==> src/rtl/pll_reset_sequencer_if.sv <==
// Signal bundle between the PLL reset sequencer and the blocks around it:
// lock and software request in, PLL reset, domain resets and status out.
interface pll_reset_sequencer_if #(
    parameter int NUM_DOMAINS = 4
);
    logic                   pll_locked;
    logic                   sw_reset_req;
    logic                   pll_rst;
    logic [NUM_DOMAINS-1:0] domain_reset;
    logic                   all_ready;
    logic [2:0]             state_dbg;
    logic [7:0]             relock_count;

    // Sequencer side: watches lock and requests, drives every reset.
    modport master (
        input  pll_locked,
        input  sw_reset_req,
        output pll_rst,
        output domain_reset,
        output all_ready,
        output state_dbg,
        output relock_count
    );

    // Surrounding side: PLL wrapper, software and the reset domains.
    modport slave (
        output pll_locked,
        output sw_reset_req,
        input  pll_rst,
        input  domain_reset,
        input  all_ready,
        input  state_dbg,
        input  relock_count
    );
endinterface

==> src/rtl/pll_reset_sequencer.sv <==
// PLL reset sequencer: pulses the PLL reset, waits for a stable lock, then
// releases the domain resets one by one in index order. Lock loss sends it
// back to waiting for lock; a software request restarts from the PLL pulse.
module pll_reset_sequencer #(
    parameter int NUM_DOMAINS        = 4,
    parameter int LOCK_SYNC_STAGES   = 2,
    parameter int LOCK_STABLE_CYCLES = 1024,
    parameter int STAGE_DELAY        = 16,
    parameter int PLLRST_CYCLES      = 32,
    parameter int LOCK_TIMEOUT       = 1000000
) (
    input  logic                  clock,
    input  logic                  resetn,
    pll_reset_sequencer_if.master bus
);
    typedef enum logic [2:0] {
        PLLRST   = 3'd0,
        WAITLOCK = 3'd1,
        STABLE   = 3'd2,
        RELEASE  = 3'd3,
        RUN      = 3'd4
    } state_t;

    // One phase counter serves the PLL pulse, the lock timeout and the
    // release spacing, so it is sized for the largest of the three.
    localparam int PHASE_MAX_A = (PLLRST_CYCLES > STAGE_DELAY) ? PLLRST_CYCLES : STAGE_DELAY;
    localparam int PHASE_MAX   = (LOCK_TIMEOUT > PHASE_MAX_A) ? LOCK_TIMEOUT : PHASE_MAX_A;
    localparam int PHASE_W     = $clog2(PHASE_MAX + 1);
    localparam int STABLE_W    = $clog2(LOCK_STABLE_CYCLES + 1);

    localparam logic [PHASE_W-1:0]  PLLRST_LAST  = PHASE_W'(PLLRST_CYCLES - 1);
    localparam logic [PHASE_W-1:0]  TIMEOUT_LAST = PHASE_W'(LOCK_TIMEOUT - 1);
    localparam logic [PHASE_W-1:0]  STAGE_LAST   = PHASE_W'(STAGE_DELAY - 1);
    localparam logic [STABLE_W-1:0] STABLE_DONE  = STABLE_W'(LOCK_STABLE_CYCLES);
    localparam logic [STABLE_W-1:0] STABLE_FIRST = STABLE_W'(1);

    logic [LOCK_SYNC_STAGES-1:0] lockSync;
    logic                        lockS;
    state_t                      state;
    logic                        pllRst;
    logic [NUM_DOMAINS-1:0]      domainReset;
    logic                        allReady;
    logic [7:0]                  relockCount;
    logic [PHASE_W-1:0]          phaseCnt;
    logic [STABLE_W-1:0]         stableCnt;
    logic [NUM_DOMAINS-1:0]      nextReleased;
    logic                        lockLost;

    assign lockS = lockSync[LOCK_SYNC_STAGES-1];

    // Shifting in a zero at bit 0 releases the lowest still-asserted domain,
    // so releases can only happen one at a time and in index order.
    assign nextReleased = domainReset << 1;
    assign lockLost     = !lockS && (state == RELEASE || state == RUN);

    assign bus.pll_rst      = pllRst;
    assign bus.domain_reset = domainReset;
    assign bus.all_ready    = allReady;
    assign bus.state_dbg    = state;
    assign bus.relock_count = relockCount;

    // Bring the asynchronous PLL lock into the clock domain.
    always_ff @(posedge clock or negedge resetn) begin
        if (!resetn) begin
            lockSync <= '0;
        end else begin
            lockSync <= {lockSync[LOCK_SYNC_STAGES-2:0], bus.pll_locked};
        end
    end

    // Sequencing FSM; every output is a register updated here.
    always_ff @(posedge clock or negedge resetn) begin
        if (!resetn) begin
            state       <= PLLRST;
            pllRst      <= 1'b1;
            domainReset <= '1;
            allReady    <= 1'b0;
            relockCount <= '0;
            phaseCnt    <= '0;
            stableCnt   <= '0;
        end else if (bus.sw_reset_req && state != PLLRST) begin
            // Software restart outranks a simultaneous lock loss.
            state       <= PLLRST;
            pllRst      <= 1'b1;
            domainReset <= '1;
            allReady    <= 1'b0;
            phaseCnt    <= '0;
            stableCnt   <= '0;
        end else if (lockLost) begin
            // The PLL relocks by itself, so skip the PLL pulse on lock loss.
            state       <= WAITLOCK;
            domainReset <= '1;
            allReady    <= 1'b0;
            phaseCnt    <= '0;
            stableCnt   <= '0;
            if (relockCount != 8'hFF) begin
                relockCount <= relockCount + 8'd1;
            end
        end else begin
            case (state)
                PLLRST: begin
                    if (phaseCnt == PLLRST_LAST) begin
                        state    <= WAITLOCK;
                        pllRst   <= 1'b0;
                        phaseCnt <= '0;
                    end else begin
                        phaseCnt <= phaseCnt + 1'b1;
                    end
                end
                WAITLOCK: begin
                    if (lockS) begin
                        state     <= STABLE;
                        stableCnt <= STABLE_FIRST;
                        phaseCnt  <= '0;
                    end else if (phaseCnt == TIMEOUT_LAST) begin
                        state    <= PLLRST;
                        pllRst   <= 1'b1;
                        phaseCnt <= '0;
                    end else begin
                        phaseCnt <= phaseCnt + 1'b1;
                    end
                end
                STABLE: begin
                    if (!lockS) begin
                        state     <= WAITLOCK;
                        phaseCnt  <= '0;
                        stableCnt <= '0;
                    end else if (stableCnt == STABLE_DONE) begin
                        domainReset <= nextReleased;
                        phaseCnt    <= '0;
                        stableCnt   <= '0;
                        if (nextReleased == '0) begin
                            state    <= RUN;
                            allReady <= 1'b1;
                        end else begin
                            state <= RELEASE;
                        end
                    end else begin
                        stableCnt <= stableCnt + 1'b1;
                    end
                end
                RELEASE: begin
                    if (phaseCnt == STAGE_LAST) begin
                        domainReset <= nextReleased;
                        phaseCnt    <= '0;
                        if (nextReleased == '0) begin
                            state    <= RUN;
                            allReady <= 1'b1;
                        end
                    end else begin
                        phaseCnt <= phaseCnt + 1'b1;
                    end
                end
                RUN: begin
                end
                default: begin
                    state       <= PLLRST;
                    pllRst      <= 1'b1;
                    domainReset <= '1;
                    allReady    <= 1'b0;
                    phaseCnt    <= '0;
                    stableCnt   <= '0;
                end
            endcase
        end
    end
endmodule

==> src/flat_wrapper.sv <==
// flat-port wrapper written by rule: the top's interface ports become plain ports
module pll_reset_sequencer_flat 
#(
    parameter int NUM_DOMAINS        = 4,
    parameter int LOCK_SYNC_STAGES   = 2,
    parameter int LOCK_STABLE_CYCLES = 1024,
    parameter int STAGE_DELAY        = 16,
    parameter int PLLRST_CYCLES      = 32,
    parameter int LOCK_TIMEOUT       = 1000000
)
  (clock, resetn, bus_pll_locked, bus_sw_reset_req, bus_pll_rst, bus_domain_reset, bus_all_ready, bus_state_dbg, bus_relock_count);
  pll_reset_sequencer_if #(.NUM_DOMAINS(NUM_DOMAINS)) bus_i ();
  input  logic clock;
  input  logic resetn;
  input wire logic [$bits(bus_i.pll_locked)-1:0] bus_pll_locked;
  input wire logic [$bits(bus_i.sw_reset_req)-1:0] bus_sw_reset_req;
  output wire logic [$bits(bus_i.pll_rst)-1:0] bus_pll_rst;
  output wire logic [$bits(bus_i.domain_reset)-1:0] bus_domain_reset;
  output wire logic [$bits(bus_i.all_ready)-1:0] bus_all_ready;
  output wire logic [$bits(bus_i.state_dbg)-1:0] bus_state_dbg;
  output wire logic [$bits(bus_i.relock_count)-1:0] bus_relock_count;
  assign bus_i.pll_locked = bus_pll_locked;
  assign bus_i.sw_reset_req = bus_sw_reset_req;
  assign bus_pll_rst = bus_i.pll_rst;
  assign bus_domain_reset = bus_i.domain_reset;
  assign bus_all_ready = bus_i.all_ready;
  assign bus_state_dbg = bus_i.state_dbg;
  assign bus_relock_count = bus_i.relock_count;
  pll_reset_sequencer #(.NUM_DOMAINS(NUM_DOMAINS), .LOCK_SYNC_STAGES(LOCK_SYNC_STAGES), .LOCK_STABLE_CYCLES(LOCK_STABLE_CYCLES), .STAGE_DELAY(STAGE_DELAY), .PLLRST_CYCLES(PLLRST_CYCLES), .LOCK_TIMEOUT(LOCK_TIMEOUT)) u_core (.clock(clock), .resetn(resetn), .bus(bus_i));
endmodule
==> config.mk <==
export PLATFORM = sky130hd
export DESIGN_NAME = pll_reset_sequencer_flat
export DESIGN_NICKNAME = d
export VERILOG_FILES = /design/src/rtl/pll_reset_sequencer_if.sv /design/src/rtl/pll_reset_sequencer.sv /design/src/flat_wrapper.sv
export SDC_FILE = /design/constraint.sdc
export NUM_CORES = 1
export LEC_CHECK = 0
export ABC_AREA = 1
export CAP_MARGIN = 20
export CORE_ASPECT_RATIO = 0.6
export CORE_MARGIN = 2
export CORE_UTILIZATION = 59
export DETAILED_ROUTE_END_ITERATION = 6
export GPL_ROUTABILITY_DRIVEN = 1
export HOLD_SLACK_MARGIN = 0.1
export PLACE_DENSITY = 0.89
export SLEW_MARGIN = 20
export SYNTH_ARGS = -nofsm -noshare
export SYNTH_HDL_FRONTEND = slang
export SYNTH_SLANG_ARGS = --single-unit
==> constraint.sdc <==
create_clock -name clock -period 4.15 [get_ports clock]
set_input_delay 0.83 -clock clock [delete_from_list [all_inputs] [get_ports clock]]
set_output_delay 0.83 -clock clock [all_outputs]
set_load 0.02 [all_outputs]
==> flow_metrics.py, run 1 <==
metrics = {
    "grt": {
        "grt_pass1_wl_um": 13600,
        "grt_max_degree": 51,
        "grt_pass1_vias": 2806,
        "grt-ovfl-total": 0,
        "antenna_found_initial": 0,
        "grtUsageTotal": 0.2863,
    },
    "floorplan": {
        "initial_core_util": 0.6274,
        "core_area_um2": 5205,
        "io_pins": 21,
        "dieArea_um2": 6166,
        "die_w_um": 100.0,
        "row_count": 20,
        "die_h_um": 61.63,
    },
    "timing": {
        "report.final.slew_viol_count": 0,
        "worst_pin_slew_ps": 679.7,
        "finalCriticalPeriod_ps": 2521,
        "max_freq_ghz": 0.3967,
        "tns_ps": 0,
        "hold_viol": 0,
        "fin_crit_sh": 0.6075,
        "slew_headroom": 0.5434,
        "setup_viol": 0,
        "grt_setup_unrepaired": "false",
        "skew_ps": 10.82,
        "worst_slack_ps": 1629,
    },
    "cells_and_area": {
        "area_growth_syn_to_layout_pct": 9.808,
        "final_nets": 483,
        "drive_gt1_frac": 0.1113,
        "final_util": 0.6889,
        "n_fill_cell": 440,
        "num_antenna_cells": 0,
        "stdcell_count": 542,
    },
    "setup_path": {
        "startpoint_type": "primary input",
        "crit_fanout": 24,
        "crit_type": "in -> reg",
        "path_cells": "clkdlybuf4s50_1 > nand2_4 > inv_4 > nor2_1 > nand2_2 > clkinv_1 > nand2_1 > o21ai_1",
        "crit_buf_inv": 3,
        "cp.required_ps": 4340,
        "crit_arrival_ps": 2710,
        "rrSetupSlack_ps": 1860,
        "r2r_start": "u_core.bus.state_dbg[2]",
        "worstSetupEndpointType": "flop",
        "timing.rr.end": "u_core.phaseCnt[3]",
        "slowest_delay_ps": 550,
        "reg2reg_depth": 9,
        "critPathTopFamily": "buffers and inverters",
        "crit_slowest_cell": "clkdlybuf4s50_1",
    },
    "detailed_routing": {
        "vias": 3101,
        "postRouteAntennaNets": 0,
        "drc": 0,
        "first_iter_violations": 244,
        "first_pass_iters": 5,
        "totalWireLength_um": 8119,
        "wl_per_cell_um": 14.98,
        "vias_per_cell": 5.721,
    },
    "synth": {
        "yosysTopAreaCellShare": 0.3448,
        "synth_area_um2": 3266,
        "syn_nets": 464,
        "ys.flop_type": "dfrtp_1",
        "synth_most_common_cell": "nand2_1",
        "ys.warnings.count": 0,
        "synth_area_leaders": "dfrtp_1 34%, nand2_1 14%, nor2_1 6.3%",
        "postSynthCellCount": 456,
        "avgSynthCellArea_um2": 7.161,
        "synthArstFlopShare": 1.000,
        "synth_cell_type_count": 36,
        "ys_ff_latch": 50,
        "synth_top_area_cell": "dfrtp_1",
        "synth_common_cells": "123 x nand2_1, 55 x nor2_1, 45 x dfrtp_1",
        "synth_edf_count": 0,
        "seq_area_frac_synth": 0.3851,
    },
    "clocking": {
        "clk_pin_slew_ps": 90,
        "cts_buffer_depth": 2,
        "cts.htree.levels": 2,
        "ctsResizeCount": 0,
        "cts_setup_buffers": 0,
        "root_buffer": "clkbuf_8",
        "cts_sinks": 50,
        "clkLatencyLatePin_ps": 310,
        "hold_buffers": 0,
        "cts_tree": "done",
        "cts_buffers": 5,
    },
    "place": {
        "hpwl_um": 6078,
        "dp_slack_ps": 1316,
        "routabilityCongestion": 0.9929,
        "portBuffers": 20,
        "dp_cells": 534,
    },
    "pwr": {
        "vdd_drop_max_uv": 400.1,
        "p_total_mw": 1.993,
        "power_density_nw_per_um2": 555.8,
        "p_leak_nw": 1.672,
    },
    "min_path": {
        "min_to": "u_core.lockSync[1]",
        "hold_path.startpoint": "u_core.lockSync[0]",
        "min_delay_path_depth": 0,
        "hp-class": "reg -> reg",
    },
    "job": {
        "maxCapViolCount": 0,
    },
    "run_status": {
        "status": "completed",
    },
}
## worst max path at each step
stage | slack, ps | to | startpoint | cells past startpoint
final | 1630 | u_core.phaseCnt[3] | bus_sw_reset_req | 8
after global routing | 1530 | u_core.phaseCnt[3] | bus_sw_reset_req | 8
after CTS | 1640 | u_core.phaseCnt[3] | bus_sw_reset_req | 8
after detailed placement | 1320 | u_core.phaseCnt[3] | bus_sw_reset_req | 8
after global placement | 1450 | u_core.phaseCnt[15] | bus_sw_reset_req | 8
after floorplan | 2540 | u_core.phaseCnt[10] | bus_sw_reset_req | 7
## logic make-up (layout without fill, tap and decap cells)
logic type / count (synthesis) / in the layout / share of synthesized area
XOR/XNOR: 17 / 17 / 0.04559
AO/OA/AOI/OAI: 59 / 59 / 0.09502
flip-flops: 50 / 50 / 0.3851
buffers and inverters: 56 / 76 / 0.07318
AND/OR/NAND/NOR: 270 / 270 / 0.3858
adder cells (fa/ha/maj): 4 / 4 / 0.01533
## power breakdown
part | switching, mW | leakage [nW] | internal, mW
logic | 0.699 | 0.967 | 0.335
registers | 0.0849 | 0.656 | 0.576
clock network | 0.162 | 0.0482 | 0.135
## sequential cells by signal, indices dropped and copies added (netlist names)
signal / count
u_core.phaseCnt: 20
u_core.stableCnt: 11
u_core.bus.relock_count: 8
u_core.bus.domain_reset: 4
u_core.bus.state_dbg: 3
u_core.lockSync: 2
u_core.bus.all_ready: 1
u_core.bus.pll_rst: 1
## cell type report
type                       count  area [µm²]  area share
clock buffer                   7       86.33     0.02408
clock inverter                 1       5.005    0.001396
sequential                    50        1257      0.3507
tap                           66       82.58     0.02303
timing repair buffer          20       197.7     0.05513
inverter                      48       187.7     0.05234
multi-input combinational    350        1769      0.4934
## through the flow
| stage | hold slack, ps | area (µm²) |
|---|---|---|
| 2_1_floorplan | 331.2 | 3266 |
| 3_3_place_gp | 334.6 | 3492 |
| 3_5_place_dp | 337.3 | 3492 |
| 4_1_cts | 366.1 | 3583 |
| 5_1_grt | 386.8 | 3586 |
| 6_report | 365.0 | 3586 |
## metal layers
metal / track usage / up-vias / routed length [µm]
met5: 0 / - / 0
met4: 0.05088 / 0 / 42
met3: 0.05902 / 7 / 801
met2: 0.4112 / 142 / 3298
met1: 0.4493 / 1443 / 3977
li1: - / 1509 / -
## worst register-to-register path, delay by kind of cell (launching register included)
family / cells / cell delay, ps
DFF: 1 / 660
buffers and inverters: 3 / 580
AOI/OAI and AO/OA: 1 / 80
and+or+nand+nor: 5 / 870
## placed cells by master (no fill, tap or decap)
cell / n
o21ai_1: 15
inv_2: 7
o21ai_2: 1
clkinv_2: 1
inv_1: 38
inv_4: 1
nand3_4: 1
dfrtp_1: 45
nor3b_1: 1
nor2_1: 55
nor2_2: 5
nand2_4: 2
nand2_2: 9
clkdlybuf4s50_1: 19
xor2_1: 11
ha_1: 4
o41ai_1: 2
nand3_2: 3
nand4_4: 1
or2_2: 2
clkinv_1: 1
dfstp_2: 5
clkbuf_8: 6
nand2_1: 123
a21oi_2: 1
xnor2_1: 6
inv_6: 1
nor3_2: 1
a21oi_1: 28
nor3_1: 9
or2_0: 1
clkbuf_1: 1
nand3_1: 40
nor2_4: 5
o21ai_0: 12
nand4_1: 12
buf_4: 1
Power figures use the tool's default switching activity.
==> inputs of run 2 (changes only) <==
Clock period 4.15 ns to 2.5 ns, I/O delays scaled along.
==> flow_metrics.py, run 2 (synthesis gave the netlist of run 1 again) <==
metrics = {
    "grt": {
        "grt_pass1_wl_um": 13250,
        "grt_pass1_vias": 2682,
        "use_met3": 0.05562,
        "grt_max_degree": 22,
        "grt_use_met1": 0.4545,
        "antenna_found_initial": 0,
        "grt-ovfl-total": 0,
        "grtUsageTotal": 0.2805,
        "use_met2": 0.3813,
        "grt_busiest_layer": "met1",
    },
    "timing": {
        "slew_headroom": 0.5435,
        "grt_setup_unrepaired": "false",
        "hold_viol": 0,
        "fin_crit_sh": 0.8617,
        "worst_pin_slew_ps": 679.5,
        "max_freq_ghz": 0.4642,
        "skew_ps": 8.072,
        "hold_slack_ps": 132.9,
        "finalCriticalPeriod_ps": 2154,
        "report.final.slew_viol_count": 0,
        "setup_viol": 0,
        "tns_ps": 0,
    },
    "cells_and_area": {
        "num_antenna_cells": 0,
        "final_common_cell": "nand2_1",
        "largest_register_ffs": 20,
        "drive_gt1_frac": 0.1190,
        "layout_common_cells": "123 x nand2_1, 55 x nor2_1, 45 x dfrtp_1",
        "final_nets": 486,
        "n_fill_cell": 425,
        "top_register": "u_core.phaseCnt",
        "area_growth_syn_to_layout_pct": 11.00,
    },
    "detailed_routing": {
        "postRouteAntennaNets": 0,
        "first_pass_iters": 5,
        "vias": 3117,
        "wl_per_cell_um": 14.79,
        "vias_per_cell": 5.719,
        "first_iter_violations": 348,
        "totalWireLength_um": 8063,
        "drc": 0,
    },
    "setup_path": {
        "crit_slowest_cell": "clkdlybuf4s50_1",
        "slowest_delay_ps": 700,
        "path_cells": "clkdlybuf4s50_1",
        "critPathTopFamily": "buffers and inverters",
        "crit_type": "reg -> out",
        "startpoint_type": "flop",
        "crit_fanout": 9,
        "crit_arrival_ps": 1650,
        "cp.required_ps": 2000,
        "crit_buf_inv": 1,
        "worstSetupEndpointType": "output pin",
    },
    "pwr": {
        "power_density_nw_per_um2": 929.1,
        "vdd_drop_max_uv": 772.3,
        "p_leak_nw": 1.694,
    },
    "floorplan": {
        "initial_core_util": 0.6274,
        "io_pins": 21,
        "row_count": 20,
        "die_h_um": 61.63,
        "die_w_um": 100.0,
        "core_area_um2": 5205,
        "dieArea_um2": 6166,
    },
    "place": {
        "hpwl_um": 6072,
        "routabilityCongestion": 1.043,
        "portBuffers": 20,
    },
    "clocking": {
        "cts_buffer_depth": 2,
        "hold_buffers": 0,
        "cts_sinks": 50,
        "cts_tree": "done",
        "cts_buffers": 5,
        "clk_pin_slew_ps": 90,
        "cts_setup_buffers": 0,
        "root_buffer": "clkbuf_8",
        "ctsResizeCount": 0,
        "clkLatencyLatePin_ps": 310,
        "cts.htree.levels": 2,
    },
    "run_status": {
        "status": "completed",
    },
    "job": {
        "maxCapViolCount": 0,
    },
    "min_path": {
        "hp-class": "in -> async",
    },
}
## run 2: cell type report
type,count,area (µm²),share of cell area
Clock buffer,8,110.1,0.03038
Inverter,48,187.7,0.05178
Multi-Input combinational cell,350,1769,0.4881
Sequential cell,50,1257,0.3469
Tap cell,66,82.58,0.02278
Timing Repair Buffer,23,217.7,0.06006
## run 2: path summary, 6_finish.rpt
kind,depth (start not counted),end,slack [ps],startpoint
worst max register to register,8,u_core.phaseCnt[15],350,u_core.phaseCnt[0]
worst max-delay path,1,bus_state_dbg[2],350,u_core.bus.state_dbg[2]
worst min register to register,0,u_core.lockSync[1],360,u_core.lockSync[0]
max in group asynchronous,2,u_core.bus.domain_reset[3],1680,resetn
min in group clock,0,u_core.lockSync[1],360,u_core.lockSync[0]
worst min-delay path,1,u_core.stableCnt[9],130,resetn
## run 2: through the flow
step | utilization | total power, mW | cell area [µm²] | cells | setup WS [ps]
6_report | 0.6964 | 3.368 | 3625 | 545 | 345.7
5_1_grt | 0.6964 | 3.590 | 3625 | 545 | 199.5
4_1_cts | 0.6964 | 3.353 | 3625 | 545 | 340.8
3_5_place_dp | 0.6752 | 2.786 | 3515 | 537 | 388.0
3_3_place_gp | 0.6752 | 2.733 | 3515 | 537 | 433.6
2_1_floorplan | - | 2.321 | 3266 | 456 | 906.3
## run 2: routing by layer
layer / vias up / share of wire
li1: 1516 / -
met2: 134 / 0.38
met5: - / 0
met1: 1454 / 0.52
met4: 0 / 0.0087
met3: 13 / 0.092
## run 2: report_power, final
part           internal [mW]  switching, mW  leakage (nW)
combinational          0.563           1.15         0.980
sequential             0.957          0.141         0.656
clock                  0.280          0.274        0.0575
total                   1.80           1.57          1.69
